--- src/rtl/car_game_pkg.sv ---
// car_game_pkg: state encoding, screen/road geometry and coordinate widths
// shared by the car motion, sprite and collision blocks.
package car_game_pkg;
    typedef enum logic [1:0] {IDLE, RUN, MOVE, CRASH} state_e;
    localparam int X_W        = 10;
    localparam int Y_W        = 9;
    localparam int SCREEN_H   = 480;
    localparam int ROAD_LEFT  = 200;
    localparam int ROAD_RIGHT = 440;
endpackage

--- src/rtl/axis_step_clamp.sv ---
// axis_step_clamp: one-axis position step by STEP, clamped to [min_i, max_i];
// opposing or absent requests leave the position unchanged.
module axis_step_clamp #(
    parameter int W    = 10,
    parameter int STEP = 2
) (
    input  logic [W-1:0] pos_i,
    input  logic         dec_i,
    input  logic         inc_i,
    input  logic [W-1:0] min_i,
    input  logic [W-1:0] max_i,
    output logic [W-1:0] pos_o
);
    localparam logic signed [10:0] S = 11'(STEP);
    logic signed [10:0] p, lo, hi;
    assign p  = 11'(pos_i);
    assign lo = 11'(min_i);
    assign hi = 11'(max_i);
    // The arithmetic result is only taken after the 11-bit signed guard, so it never wraps
    assign pos_o = (dec_i == inc_i) ? pos_i
                 : dec_i ? ((p - S < lo) ? min_i : pos_i - W'(STEP))
                 : ((p + S > hi) ? max_i : pos_i + W'(STEP));
endmodule

--- src/rtl/car_motion_ctrl.sv ---
// car_motion_ctrl: per-frame car position controller with road clamping,
// a blink-then-respawn crash sequence and a sprite visibility gate.
module car_motion_ctrl
    import car_game_pkg::*;
#(
    parameter int CAR_W        = 17,
    parameter int CAR_H        = 34,
    parameter int START_X      = 312,
    parameter int START_Y      = 420,
    parameter int STEP         = 2,
    parameter int FRAME_DIV    = 1,
    parameter int CRASH_FRAMES = 60,
    parameter int BLINK_FRAMES = 6
) (
    input  logic           CLK,
    input  logic           RST,
    input  logic           frame_tick,
    input  logic           enable,
    input  logic           btn_left,
    input  logic           btn_right,
    input  logic           btn_up,
    input  logic           btn_down,
    input  logic           crash,
    output logic [X_W-1:0] car_x,
    output logic [Y_W-1:0] car_y,
    output logic           visible,
    output logic           update_done,
    output logic           in_crash
);
    localparam int CW = $clog2(CRASH_FRAMES + 1);
    localparam int BW = $clog2(BLINK_FRAMES + 1);
    state_e         state_q, state_d;
    logic [X_W-1:0] x_q, x_d, x_nxt;
    logic [Y_W-1:0] y_q, y_d, y_nxt;
    logic           vis_q, vis_d, done_q, done_d, inc_q, inc_d, pend_q, pend_d;
    logic [3:0]     div_q, div_d, btn_q, btn_d;
    logic [CW-1:0]  ccnt_q, ccnt_d;
    logic [BW-1:0]  bcnt_q, bcnt_d;
    logic           go_crash, div_last, crash_last, blink_last;
    assign go_crash   = crash | pend_q;
    assign div_last   = div_q == 4'(FRAME_DIV - 1);
    assign crash_last = ccnt_q == CW'(CRASH_FRAMES - 1);
    assign blink_last = bcnt_q == BW'(BLINK_FRAMES - 1);
    assign car_x       = x_q;
    assign car_y       = y_q;
    assign visible     = vis_q;
    assign update_done = done_q;
    assign in_crash    = inc_q;
    // btn_q order: {left, right, up, down}
    axis_step_clamp #(.W(X_W), .STEP(STEP)) u_x (
        .pos_i(x_q), .dec_i(btn_q[3]), .inc_i(btn_q[2]),
        .min_i(X_W'(ROAD_LEFT)), .max_i(X_W'(ROAD_RIGHT - CAR_W)), .pos_o(x_nxt)
    );
    axis_step_clamp #(.W(Y_W), .STEP(STEP)) u_y (
        .pos_i(y_q), .dec_i(btn_q[1]), .inc_i(btn_q[0]),
        .min_i('0), .max_i(Y_W'(SCREEN_H - CAR_H)), .pos_o(y_nxt)
    );
    always_ff @(posedge CLK or posedge RST) begin
        if (RST) begin
            state_q <= IDLE;
            x_q     <= X_W'(START_X);
            y_q     <= Y_W'(START_Y);
            vis_q   <= 1'b0;
            done_q  <= 1'b0;
            inc_q   <= 1'b0;
            pend_q  <= 1'b0;
            div_q   <= '0;
            btn_q   <= '0;
            ccnt_q  <= '0;
            bcnt_q  <= '0;
        end else begin
            state_q <= state_d;
            x_q     <= x_d;
            y_q     <= y_d;
            vis_q   <= vis_d;
            done_q  <= done_d;
            inc_q   <= inc_d;
            pend_q  <= pend_d;
            div_q   <= div_d;
            btn_q   <= btn_d;
            ccnt_q  <= ccnt_d;
            bcnt_q  <= bcnt_d;
        end
    end
    always_comb begin
        state_d = state_q;
        case (state_q)
            IDLE:  state_d = enable ? RUN : IDLE;
            RUN:   state_d = !enable ? IDLE : go_crash ? CRASH : (frame_tick && div_last) ? MOVE : RUN;
            MOVE:  state_d = RUN;
            CRASH: state_d = !enable ? IDLE : (frame_tick && crash_last) ? RUN : CRASH;
        endcase
    end
    always_comb begin
        x_d    = x_q;
        y_d    = y_q;
        vis_d  = vis_q;
        done_d = 1'b0;
        inc_d  = inc_q;
        pend_d = pend_q;
        div_d  = div_q;
        btn_d  = btn_q;
        ccnt_d = ccnt_q;
        bcnt_d = bcnt_q;
        case (state_q)
            IDLE: begin
                vis_d  = enable;
                inc_d  = 1'b0;
                pend_d = 1'b0;
                if (enable) begin
                    x_d   = X_W'(START_X);
                    y_d   = Y_W'(START_Y);
                    div_d = '0;
                end
            end
            RUN: begin
                if (!enable) begin
                    vis_d  = 1'b0;
                    pend_d = 1'b0;
                end else if (go_crash) begin
                    inc_d  = 1'b1;
                    pend_d = 1'b0;
                    ccnt_d = '0;
                    bcnt_d = '0;
                end else if (frame_tick) begin
                    div_d = div_last ? 4'd0 : div_q + 4'd1;
                    btn_d = div_last ? {btn_left, btn_right, btn_up, btn_down} : btn_q;
                end
            end
            MOVE: begin
                x_d    = x_nxt;
                y_d    = y_nxt;
                done_d = 1'b1;
                pend_d = crash;
            end
            CRASH: begin
                if (!enable) begin
                    inc_d = 1'b0;
                    vis_d = 1'b0;
                end else if (frame_tick && crash_last) begin
                    x_d   = X_W'(START_X);
                    y_d   = Y_W'(START_Y);
                    vis_d = 1'b1;
                    inc_d = 1'b0;
                    div_d = '0;
                end else if (frame_tick) begin
                    ccnt_d = ccnt_q + CW'(1);
                    bcnt_d = blink_last ? '0 : bcnt_q + BW'(1);
                    vis_d  = blink_last ? !vis_q : vis_q;
                end
            end
        endcase
    end
endmodule

--- config.mk ---
export PLATFORM = sky130hd
export DESIGN_NAME = car_motion_ctrl
export DESIGN_NICKNAME = d
export VERILOG_FILES = /design/src/rtl/car_game_pkg.sv /design/src/rtl/axis_step_clamp.sv /design/src/rtl/car_motion_ctrl.sv
export SDC_FILE = /design/constraint.sdc
export NUM_CORES = 1
export LEC_CHECK = 0
export CORE_ASPECT_RATIO = 1.5
export CORE_MARGIN = 2
export CORE_UTILIZATION = 55
export CTS_CLUSTER_SIZE = 8
export DETAILED_ROUTE_END_ITERATION = 16
export PLACE_DENSITY = 0.74
export SLEW_MARGIN = 20
export SYNTH_ARGS = -nofsm -noshare
export SYNTH_HDL_FRONTEND = slang
export SYNTH_SLANG_ARGS = --single-unit
export TNS_END_PERCENT = 30
--- constraint.sdc ---
create_clock -name CLK -period 6.3 [get_ports CLK]
set_input_delay 1.26 -clock CLK [delete_from_list [all_inputs] [get_ports CLK]]
set_output_delay 1.26 -clock CLK [all_outputs]
set_load 0.1 [all_outputs]
# ---- Yosys cells after proc, flatten, opt, wreduce, memory -nomap -nowiden
# Cells that the tools add are included.
# Widths: inputs -> output; s select.
dict set report word_totals {
  output_inout_bits 22
  reg_bits 42
  in_bits 9
  elab_cells 127
}
dict set report classes {
  muxes 59
  n_lt_le_gt_ge 4
  n_reduce_logical 17
  n_bitwise 2
  eq_ne 23
  n_addsub 11
}
# cell count
set op_table {}
lappend op_table {{$mux 10} 7}
lappend op_table {{$mux 9} 7}
lappend op_table {{$mux 6} 5}
lappend op_table {{$pmux 10 s3} 1}
lappend op_table {{$mux 4} 7}
lappend op_table {{$pmux 9 s3} 1}
lappend op_table {{$ne 2x2->1 const B} 12}
lappend op_table {{$gt 11x10->1 const B} 2}
lappend op_table {{$mux 3} 6}
lappend op_table {{$reduce_and 5->1} 3}
lappend op_table {{$mux 1} 13}
lappend op_table {{$pmux 4 s3} 1}
lappend op_table {{$pmux 6 s2} 1}
lappend op_table {{$add 10x2->11 const B} 1}
lappend op_table {{$lt 11x1->1 const B} 1}
lappend op_table {{$lt 11x9->1 const B} 1}
lappend op_table {{$sub 10x2->11 const B} 1}
lappend op_table {{$add 10x2->10 const B} 1}
lappend op_table {{$add 9x2->10 const B} 1}
lappend op_table {{$mux 2} 5}
lappend op_table {{$sub 10x2->10 const B} 1}
lappend op_table {{$sub 9x2->10 const B} 1}
lappend op_table {{$add 9x2->9 const B} 1}
lappend op_table {{$pmux 1 s3} 3}
lappend op_table {{other kinds (25)} 33}

# ---- Depth between registers and ports, before layout
# Gate-level depths: netlist of the first run.
dict set report logic_depth {
  depth_word 6
  depth_mapped 10
  ltp_nobuf 9
}

# ---- Modules after synthesis
# Synthesis of the first run repeated with hierarchy kept, for this count alone.
dict set report hier_totals {
  hier_cells 540
  hier_area_um2 4463.0
}
# mod cells_each seq_area_each_um2 instances area_each_um2
set modules_own_cells {}
lappend modules_own_cells {car_motion_ctrl 170 1061.0 1 1935.6}
lappend modules_own_cells {{axis_step_clamp (u_y)} 184 0.0 1 1268.7}
lappend modules_own_cells {{axis_step_clamp (u_x)} 186 0.0 1 1258.7}

# ---- Least setup slack after synthesis of the first run
# OpenSTA, ideal clock, no wires.
dict set report synth_path {
  kind {register to register}
  from {reg x_q[1] (netlist: car_x[1])}
  to {reg x_q[8] (netlist: car_x[8])}
  required_time_ns 6.220
  setup_ns 0.080
  path_slack_ns 3.422
  path_buffers 1
  period_less_slack_ns 2.878
  stages_incl_launch_ff 11
  t_arrival_ns 2.798
  cell_sequence {dfrtp_1 buf_2 inv_1 ha_1 nor2b_1 o221ai_1 a211oi_1 o21ai_0 a31oi_1 a31oi_1 o22a_1}
}
dict set report synth_between {
  elab_chain_len 6
  elab_cells_between_ends 11
  cone_classes {add/sub: 4; order compare: 2; mux: 5}
}
# element line_no
set synth_rtl {}
lappend synth_rtl {{from (decl)} car_motion_ctrl.sv:33} ;# logic [X_W-1:0] x_q, x_d, x_nxt;
lappend synth_rtl {{from (signal assigned)} car_motion_ctrl.sv:61} ;# x_q <= X_W'(START_X);
lappend synth_rtl {{$add 10x2->11 or $sub 10x2->11 (tied branches)} {axis_step_clamp.sv:22, axis_step_clamp.sv:21}}
lappend synth_rtl {{$gt 11x10->1 or $lt 11x9->1 (tied branches)} {axis_step_clamp.sv:22, axis_step_clamp.sv:21}}
lappend synth_rtl {{$mux 10 (on tied branches)} {axis_step_clamp.sv:22, axis_step_clamp.sv:21}}
lappend synth_rtl {{$mux 10 (*)} axis_step_clamp.sv:21} ;# : dec_i ? ((p - S < lo) ? min_i : pos_i - W'(STEP))
lappend synth_rtl {{$mux 10 (*)} axis_step_clamp.sv:20} ;# assign pos_o = (dec_i == inc_i) ? pos_i
lappend synth_rtl {{$pmux 10 s3 (*)} car_motion_ctrl.sv:105} ;# case (state_q)
# Every way passes the cells marked *; elsewhere a longest branch is shown, timed or not. The select of a mux whose other input is x is not followed.
# A chain may end at the register's enable or synchronous reset.

# ---- Worst setup path in the final report of the first run
dict set report layout_path {
  from {reg x_q[1] (netlist: car_x[1])}
  to {out car_x[1]}
}
# element line_no
set layout_rtl {}
lappend layout_rtl {{to (decl)} car_motion_ctrl.sv:24} ;# output logic [X_W-1:0] car_x,
# No word-level cell between the ends.

==> key figures, run 1 <==
Synth
  – Primary FF master, synth: dfrtp_1
  – Post-Syn Nets: 409
  – Post-synthesis xor/xnor area fraction: 0.03968
  – Unique cell type count in the Yosys netlist: 65
  – Synth top cells by count: nand2_1 (47), nor2_1 (37), dfrtp_1 (33)
  – Largest area contributor in the netlist: dfrtp_1
  – Synthesis warning total: 0
  – Compound-gate portion of the synthesized area: 0.2486
  – Most common cell in the synthesized netlist: nand2_1
  – Syn Area/Cell: 7.904 µm²
  – Yosys top cell area share: 0.2672
  – Adder-Cell Fraction of Synth Area: 0.03644
  – Post-Syn Area: 3090 µm²
  – Largest family of logic cells by synthesized area: simple AND/OR/NAND/NOR gates
  – Async set or reset register ratio after synthesis: 1.000
  – Number of synthesized flops with an enable pin: 0
  – Mux cell area share after synthesis: 0.02429
  – Synthesized flop and latch total: 41
  – Synth Area in Simple Gates: 0.2559
  – Seq/Total Area, Yosys: 0.3352
  – Gate Count Post-Synth: 391
  – Area contributors post-synth: dfrtp_1 (27%), dfstp_2 (6.8%), nand2_1 (5.7%)

Clock tree
  – Worst-Skew Late Latency: 0.30 ns
  – CTS H-tree lvls: 2
  – Clk pin slew, worst setup/hold paths: 0.09 ns
  – Root Buffer: clkbuf_8
  – Clock Path Buffers: 2
  – Post-CTS setup buffer count: 0
  – Post-cts resize count: 0
  – CTS Hold Bufs: 0
  – CTS Buf Count: 5
  – Clock tree sinks: 41
  – TritonCTS clock tree: built

STA
  – Fin crit share: 0.5521
  – Final worst setup slack: 2.822 ns
  – Fin. Hold Viols: 0
  – F_max: 287.5 MHz
  – Final clock skew: 0.008567 ns
  – Worst slew pin tran: 0.9807 ns
  – Min Clock Period, post-route: 3.478 ns
  – Max-slew violation count: 0
  – Setup TNS: 0 ns
  – Max-slew headroom: 0.3441
  – Unrepaired setup endpoints after global routing: no
  – Endpoints failing setup: 0

Route
  – WL final: 7.245 mm
  – Residual DRC count: 0
  – Starting DRT DRC Count: 216
  – Ratio of routed vias to standard cells: 6.048
  – Final ANT Viol Nets: 0
  – Avg WL per Cell: 15.25 µm
  – Drt pass-1 iters: 4
  – Via count: 2873

Global routing
  – Met3 Track Usage GR: 0.02573
  – Pin count of the biggest net entering global routing: 42
  – GR Overflow Total: 0
  – GRT Total Usage: 0.2494
  – Vias in the first global route: 2688
  – First-pass GRT wire length: 12.30 mm
  – Initial antenna violation count: 0
  – Met2 usage: 0.4405
  – Met1 GRT Util: 0.3038
  – Gr busiest metal: met2

Setup path
  – Max incr delay on CP: 1.23 ns
  – Critical path cell sequence: clkdlybuf4s50_1
  – WP data required: 5.04 ns
  – Worst r2r src: car_x[1]$_DFFE_PP0P_
  – WP depth: 1
  – Reg-to-reg endpoint: car_x[6]$_DFFE_PP0P_
  – Maximum net fanout on the critical path: 16
  – Nature of the critical path endpoint: output pin
  – Flop-to-flop setup slack: 3.26 ns
  – Path depth of the worst reg2reg path: 8
  – Worst Setup EP: car_x[1]
  – Buf/Inv on CP: 1
  – Worst setup path class: flop to output pin
  – CP top delay family: buffers and inverters
  – Startpoint Class: flop
  – Critical-path top delay cell: clkdlybuf4s50_1
  – Worst Path Arrival: 2.22 ns
  – Worst Setup SP: car_x[1]$_DFFE_PP0P_

Place
  – Number of I/O port buffers: 29
  – Dpl ws: 3.100 ns
  – GPL Wtd Cong: 0.8389
  – Hpwl dp: 5.221 mm

Final layout
  – # diodes: 0
  – Nets: 422
  – Area added between synthesis and finish: 11.94%
  – Share of layout cells above drive strength 1: 0.08148

Die
  – IO Pins: 31
  – Starting Density: 0.5670
  – Core region area: 5450 µm²
  – Site Rows: 33
  – Die W: 65.21 µm
  – Die Y: 95.81 µm
  – Die Footprint: 6247 µm²

Flow run
  – Max-cap violations: 0

Power
  – Pwr dens: 396.2 nW/µm²
  – P_leak: 1.456 nW
  – Tot Pwr: 1.371 mW
  – Worst VDD drop: 0.2637 mV

Worst hold path
  – Hold crit path type: flop to flop

Outcome
  – Outcome: complete, no violations
==> registers in the layout (all words and copies together) (netlist names) <==
signal / flops
ccnt_q: 6
in_crash: 1
update_done: 1
state_q: 2
btn_q: 4
div_q: 4
visible: 1
car_y: 8
bcnt_q: 3
car_x: 10
pend_q: 1
==> stage by stage <==
stage	hold WS (ns)	instance area, µm²	std cells	util
after floorplan	0.4656	3090	391	-
after global placement	0.4766	3369	467	0.6182
after detailed placement	0.5088	3369	467	0.6182
after CTS	0.5245	3460	475	0.6348
after global routing	0.5467	3460	475	0.6348
final	0.5175	3460	475	0.6348
==> layout by cell type (no fill, tap or decap), types with 2 or more instances in the layout <==
master	synthesis	layout
and2_1	5	5
a21o_1	5	5
o21bai_1	4	4
nor3_1	9	9
or2_2	5	5
mux2_2	4	4
a211oi_1	4	4
nor2_1	37	37
a32oi_1	2	2
clkdlybuf4s50_1	0	29
and3_1	4	4
a22o_1	4	4
o21ai_0	28	28
nand3b_1	2	2
a21oi_1	27	27
o311ai_1	2	2
or3_1	4	4
a22oi_1	2	2
o21a_1	3	3
dfrtp_1	33	33
a21boi_0	4	4
a31oi_1	6	6
o22ai_1	3	3
o31ai_1	7	7
and4_1	4	4
xor2_1	6	6
dfstp_2	8	8
ha_1	9	9
inv_1	20	20
clkbuf_8	0	5
nand2_1	47	47
xnor2_1	8	8
mux2i_1	3	3
nand2b_1	10	10
nor2b_1	5	5
nor4_1	2	2
nand3_1	12	12
nand4_1	2	2
o22a_1	2	2
nor3b_1	2	2
==> where the power goes <==
| group | internal [mW] | leakage, nW | switching (mW) | total [mW] |
|---|---|---|---|---|
| registers | 0.332 | 0.527 | 0.153 | 0.485 |
| logic | 0.227 | 0.885 | 0.481 | 0.709 |
| clock network | 0.0787 | 0.0445 | 0.0986 | 0.177 |
==> per-layer routing <==
layer / vias to the layer above / part of all wire
li1: 1418 / -
met1: 1377 / 0.42
met2: 66 / 0.53
met3: 12 / 0.027
met4: 0 / 0.019
met5: - / 0
==> worst min-delay path by stage <==
| stage | from | end | slack [ns] | cells past startpoint |
|---|---|---|---|---|
| 6_report | ccnt_q[1]$_DFFE_PP0P_ | ccnt_q[1]$_DFFE_PP0P_ | 0.52 | 2 |
| 5_1_grt | ccnt_q[1]$_DFFE_PP0P_ | ccnt_q[1]$_DFFE_PP0P_ | 0.55 | 2 |
| 4_1_cts | div_q[2]$_DFFE_PP0P_ | div_q[2]$_DFFE_PP0P_ | 0.52 | 1 |
| 3_5_place_dp | ccnt_q[1]$_DFFE_PP0P_ | ccnt_q[1]$_DFFE_PP0P_ | 0.51 | 2 |
| 3_3_place_gp | ccnt_q[1]$_DFFE_PP0P_ | ccnt_q[1]$_DFFE_PP0P_ | 0.48 | 2 |
| 2_1_floorplan | ccnt_q[1]$_DFFE_PP0P_ | ccnt_q[1]$_DFFE_PP0P_ | 0.47 | 2 |
==> cells by family after synthesis <==
logic type | after synthesis
flip-flops | 41
AND/OR/NAND/NOR | 158
buffers and inverters | 44
other | 1
XOR/XNOR | 14
multiplexers | 7
AO/OA/AOI/OAI | 117
adder cells (fa/ha/maj) | 9
==> worst min-delay path, cell delays in order (launching register included) <==
cell and delay (ns):
dfrtp_1 0.38, nand2_1 0.06, nand2_1 0.05
==> final cells by class <==
type	instances	area [µm²]
fillers	524	1991
multi-input cells	306	1873
flip-flops and latches	41	1036
repair buffers	30	297.8
well taps	70	87.58
inverters	20	75.07
clock buffers	5	68.82
clock inverters	3	21.27
Note: power is estimated with default switching activity, not from simulation.
==> inputs of run 2 (changes only) <==
==> constraint.sdc (replaced) <==
create_clock -name CLK -period 3.5 [get_ports CLK]
set_input_delay 0.7 -clock CLK [delete_from_list [all_inputs] [get_ports CLK]]
set_output_delay 0.7 -clock CLK [all_outputs]
set_load 0.1 [all_outputs]
==> run 2 against run 1 <==
  * Total power rose by 80%
  * Combinational power up 85%
  * First-iteration DRC count is 3.2% lower
  * Non-clock buffer count up 3
  * Setup slack got worse by 1.9 ns
  * Sequential share of layout area rose by 0.17 points
  * Global-route usage about the same
  * Largest power group unchanged
  * Count of clock-buffer cells in the layout stayed put
==> key figures, run 2 (synthesis gave the netlist of run 1 again) <==
Final layout
  – Nets: 425 (+0.71%)
  – Finished layout cell area: 3440 µm² (-0.58%)
  – Max FFs per register: 10 (unchanged)
  – Share of layout cells above drive strength 1: 0.1299 (+0.04842)
  – Most common cell after layout, fill and taps aside: nand2_1
  – # diodes: 0 (unchanged)
  – Area added between synthesis and finish: 11.30%
  – Number of fill cells: 515 (-1.7%)
  – Most frequent cells in the layout: nand2_1 (47), nor2_1 (37), dfrtp_1 (33)

Setup path
  – Startpoint Class: flop
  – Maximum net fanout on the critical path: 4 (-12)
  – Worst setup path class: flop to output pin
  – CP top delay family: buffers and inverters
  – Critical path cell sequence: clkdlybuf4s50_1
  – Nature of the critical path endpoint: output pin
  – Buf/Inv on CP: 1 (unchanged)
  – WP data required: 2.80 ns (-2.24 ns)
  – Max incr delay on CP: 1.16 ns (-0.07 ns)
  – Worst Path Arrival: 1.89 ns (-0.33 ns)
  – Critical-path top delay cell: clkdlybuf4s50_1

Clock tree
  – Post-CTS setup buffer count: 0 (unchanged)
  – Clk pin slew, worst setup/hold paths: 0.09 ns (about the same)
  – Post-cts resize count: 0 (unchanged)
  – CTS H-tree lvls: 2 (unchanged)
  – Clock tree sinks: 41 (unchanged)
  – Worst-Skew Late Latency: 0.30 ns (about the same)
  – Clock Path Buffers: 2 (unchanged)
  – TritonCTS clock tree: built
  – Root Buffer: clkbuf_8
  – CTS Buf Count: 5 (unchanged)
  – CTS Hold Bufs: 0 (unchanged)

Place
  – Hpwl dp: 5.435 mm (+4.1%)
  – Number of I/O port buffers: 29 (unchanged)
  – GPL Wtd Cong: 0.9106 (+8.5%)
  – DP Area: 3349 µm² (-0.59%)
  – Dpl ws: 0.8112 ns (-2.289 ns)

Route
  – WL final: 7.358 mm (+1.6%)
  – Final ANT Viol Nets: 0 (unchanged)
  – Via count: 2879 (+0.21%)
  – Ratio of routed vias to standard cells: 6.023 (-0.42%)
  – Residual DRC count: 0 (unchanged)
  – Starting DRT DRC Count: 209 (-3.2%)
  – Drt pass-1 iters: 4 (unchanged)
  – Avg WL per Cell: 15.39 µm (+0.92%)

STA
  – Fin crit share: 0.7401
  – F_max: 386.0 MHz
  – Final clock skew: 0.005739 ns (-0.002828 ns)
  – Unrepaired setup endpoints after global routing: no
  – Min Clock Period, post-route: 2.590 ns
  – Max-slew headroom: 0.3460 (+0.001836)
  – Endpoints failing setup: 0 (unchanged)
  – Setup TNS: 0 ns (unchanged)
  – Worst slew pin tran: 0.9780 ns (-0.002746 ns)
  – Max-slew violation count: 0 (unchanged)
  – Fin. Hold Viols: 0 (unchanged)
  – Final worst setup slack: 0.9096 ns (-1.912 ns)

Die
  – IO Pins: 31 (unchanged)
  – Die Footprint: 6247 µm² (unchanged)
  – Core region area: 5450 µm² (unchanged)
  – Die W: 65.21 µm (unchanged)
  – Die Y: 95.81 µm (unchanged)
  – Starting Density: 0.5670 (unchanged)
  – Site Rows: 33 (unchanged)

Power
  – Tot Pwr: 2.467 mW (+80%)
  – Worst VDD drop: 0.4373 mV (+66%)
  – P_leak: 1.488 nW (+2.2%)
  – Pwr dens: 717.2 nW/µm² (+81%)

Global routing
  – GR Overflow Total: 0 (unchanged)
  – Vias in the first global route: 2594 (-3.5%)
  – Pin count of the biggest net entering global routing: 42 (unchanged)
  – First-pass GRT wire length: 12.13 mm (-1.4%)
  – Initial antenna violation count: 0 (unchanged)
  – GRT Total Usage: 0.2494 (about the same)

Flow run
  – Max-cap violations: 0 (unchanged)

Worst hold path
  – Hold crit path type: flop to flop

Outcome
  – Outcome: complete, no violations
run 2: metrics by stage:
| stage | utilization | hold WS [ns] | cells |
|---|---|---|---|
| detailed placement | 0.6146 | 0.4860 | 470 |
| global route | 0.6311 | 0.5534 | 478 |
| floorplan | - | 0.4656 | 391 |
| CTS | 0.6311 | 0.5063 | 478 |
| finish | 0.6311 | 0.5025 | 478 |
| global placement | 0.6146 | 0.4794 | 470 |
run 2: final cells by class:
class | count | area [µm²] | area share
multi-input combinational | 306 | 1873 | 0.5446
clock inverter | 3 | 21.27 | 0.006184
sequential | 41 | 1036 | 0.3012
tap | 70 | 87.58 | 0.02546
clock buffer | 5 | 68.82 | 0.02001
timing repair buffer | 33 | 277.8 | 0.08076
inverter | 20 | 75.07 | 0.02183
run 2: path summary, 6_finish.rpt:
path                                  startpoint  slack, ns  depth (start not counted)                    end
min                        ccnt_q[1]$_DFFE_PP0P_       0.50                          2  ccnt_q[1]$_DFFE_PP0P_
max                         in_crash$_DFFE_PP0P_       0.91                          1               in_crash
max reg2reg                 car_x[3]$_DFFE_PP1P_       0.94                          7   car_x[3]$_DFFE_PP1P_
min reg2reg                ccnt_q[1]$_DFFE_PP0P_       0.50                          2  ccnt_q[1]$_DFFE_PP0P_
max in group asynchronous                    RST       2.30                          3   car_x[3]$_DFFE_PP1P_
min in group asynchronous                    RST       0.83                          3  bcnt_q[2]$_DFFE_PP0P_
run 2: power breakdown:
group | total, mW | internal, mW | switching (mW) | leakage [nW]
Sequential | 0.838 | 0.598 | 0.241 | 0.527
Combinational | 1.31 | 0.406 | 0.900 | 0.917
Clock | 0.323 | 0.142 | 0.182 | 0.0445
run 2: metal layers:
metal | GRT usage | part of all wire
met5 | 0 | 0
met4 | 0.1198 | 0.037
met3 | 0.03392 | 0.045
met2 | 0.4456 | 0.52
met1 | 0.2915 | 0.40
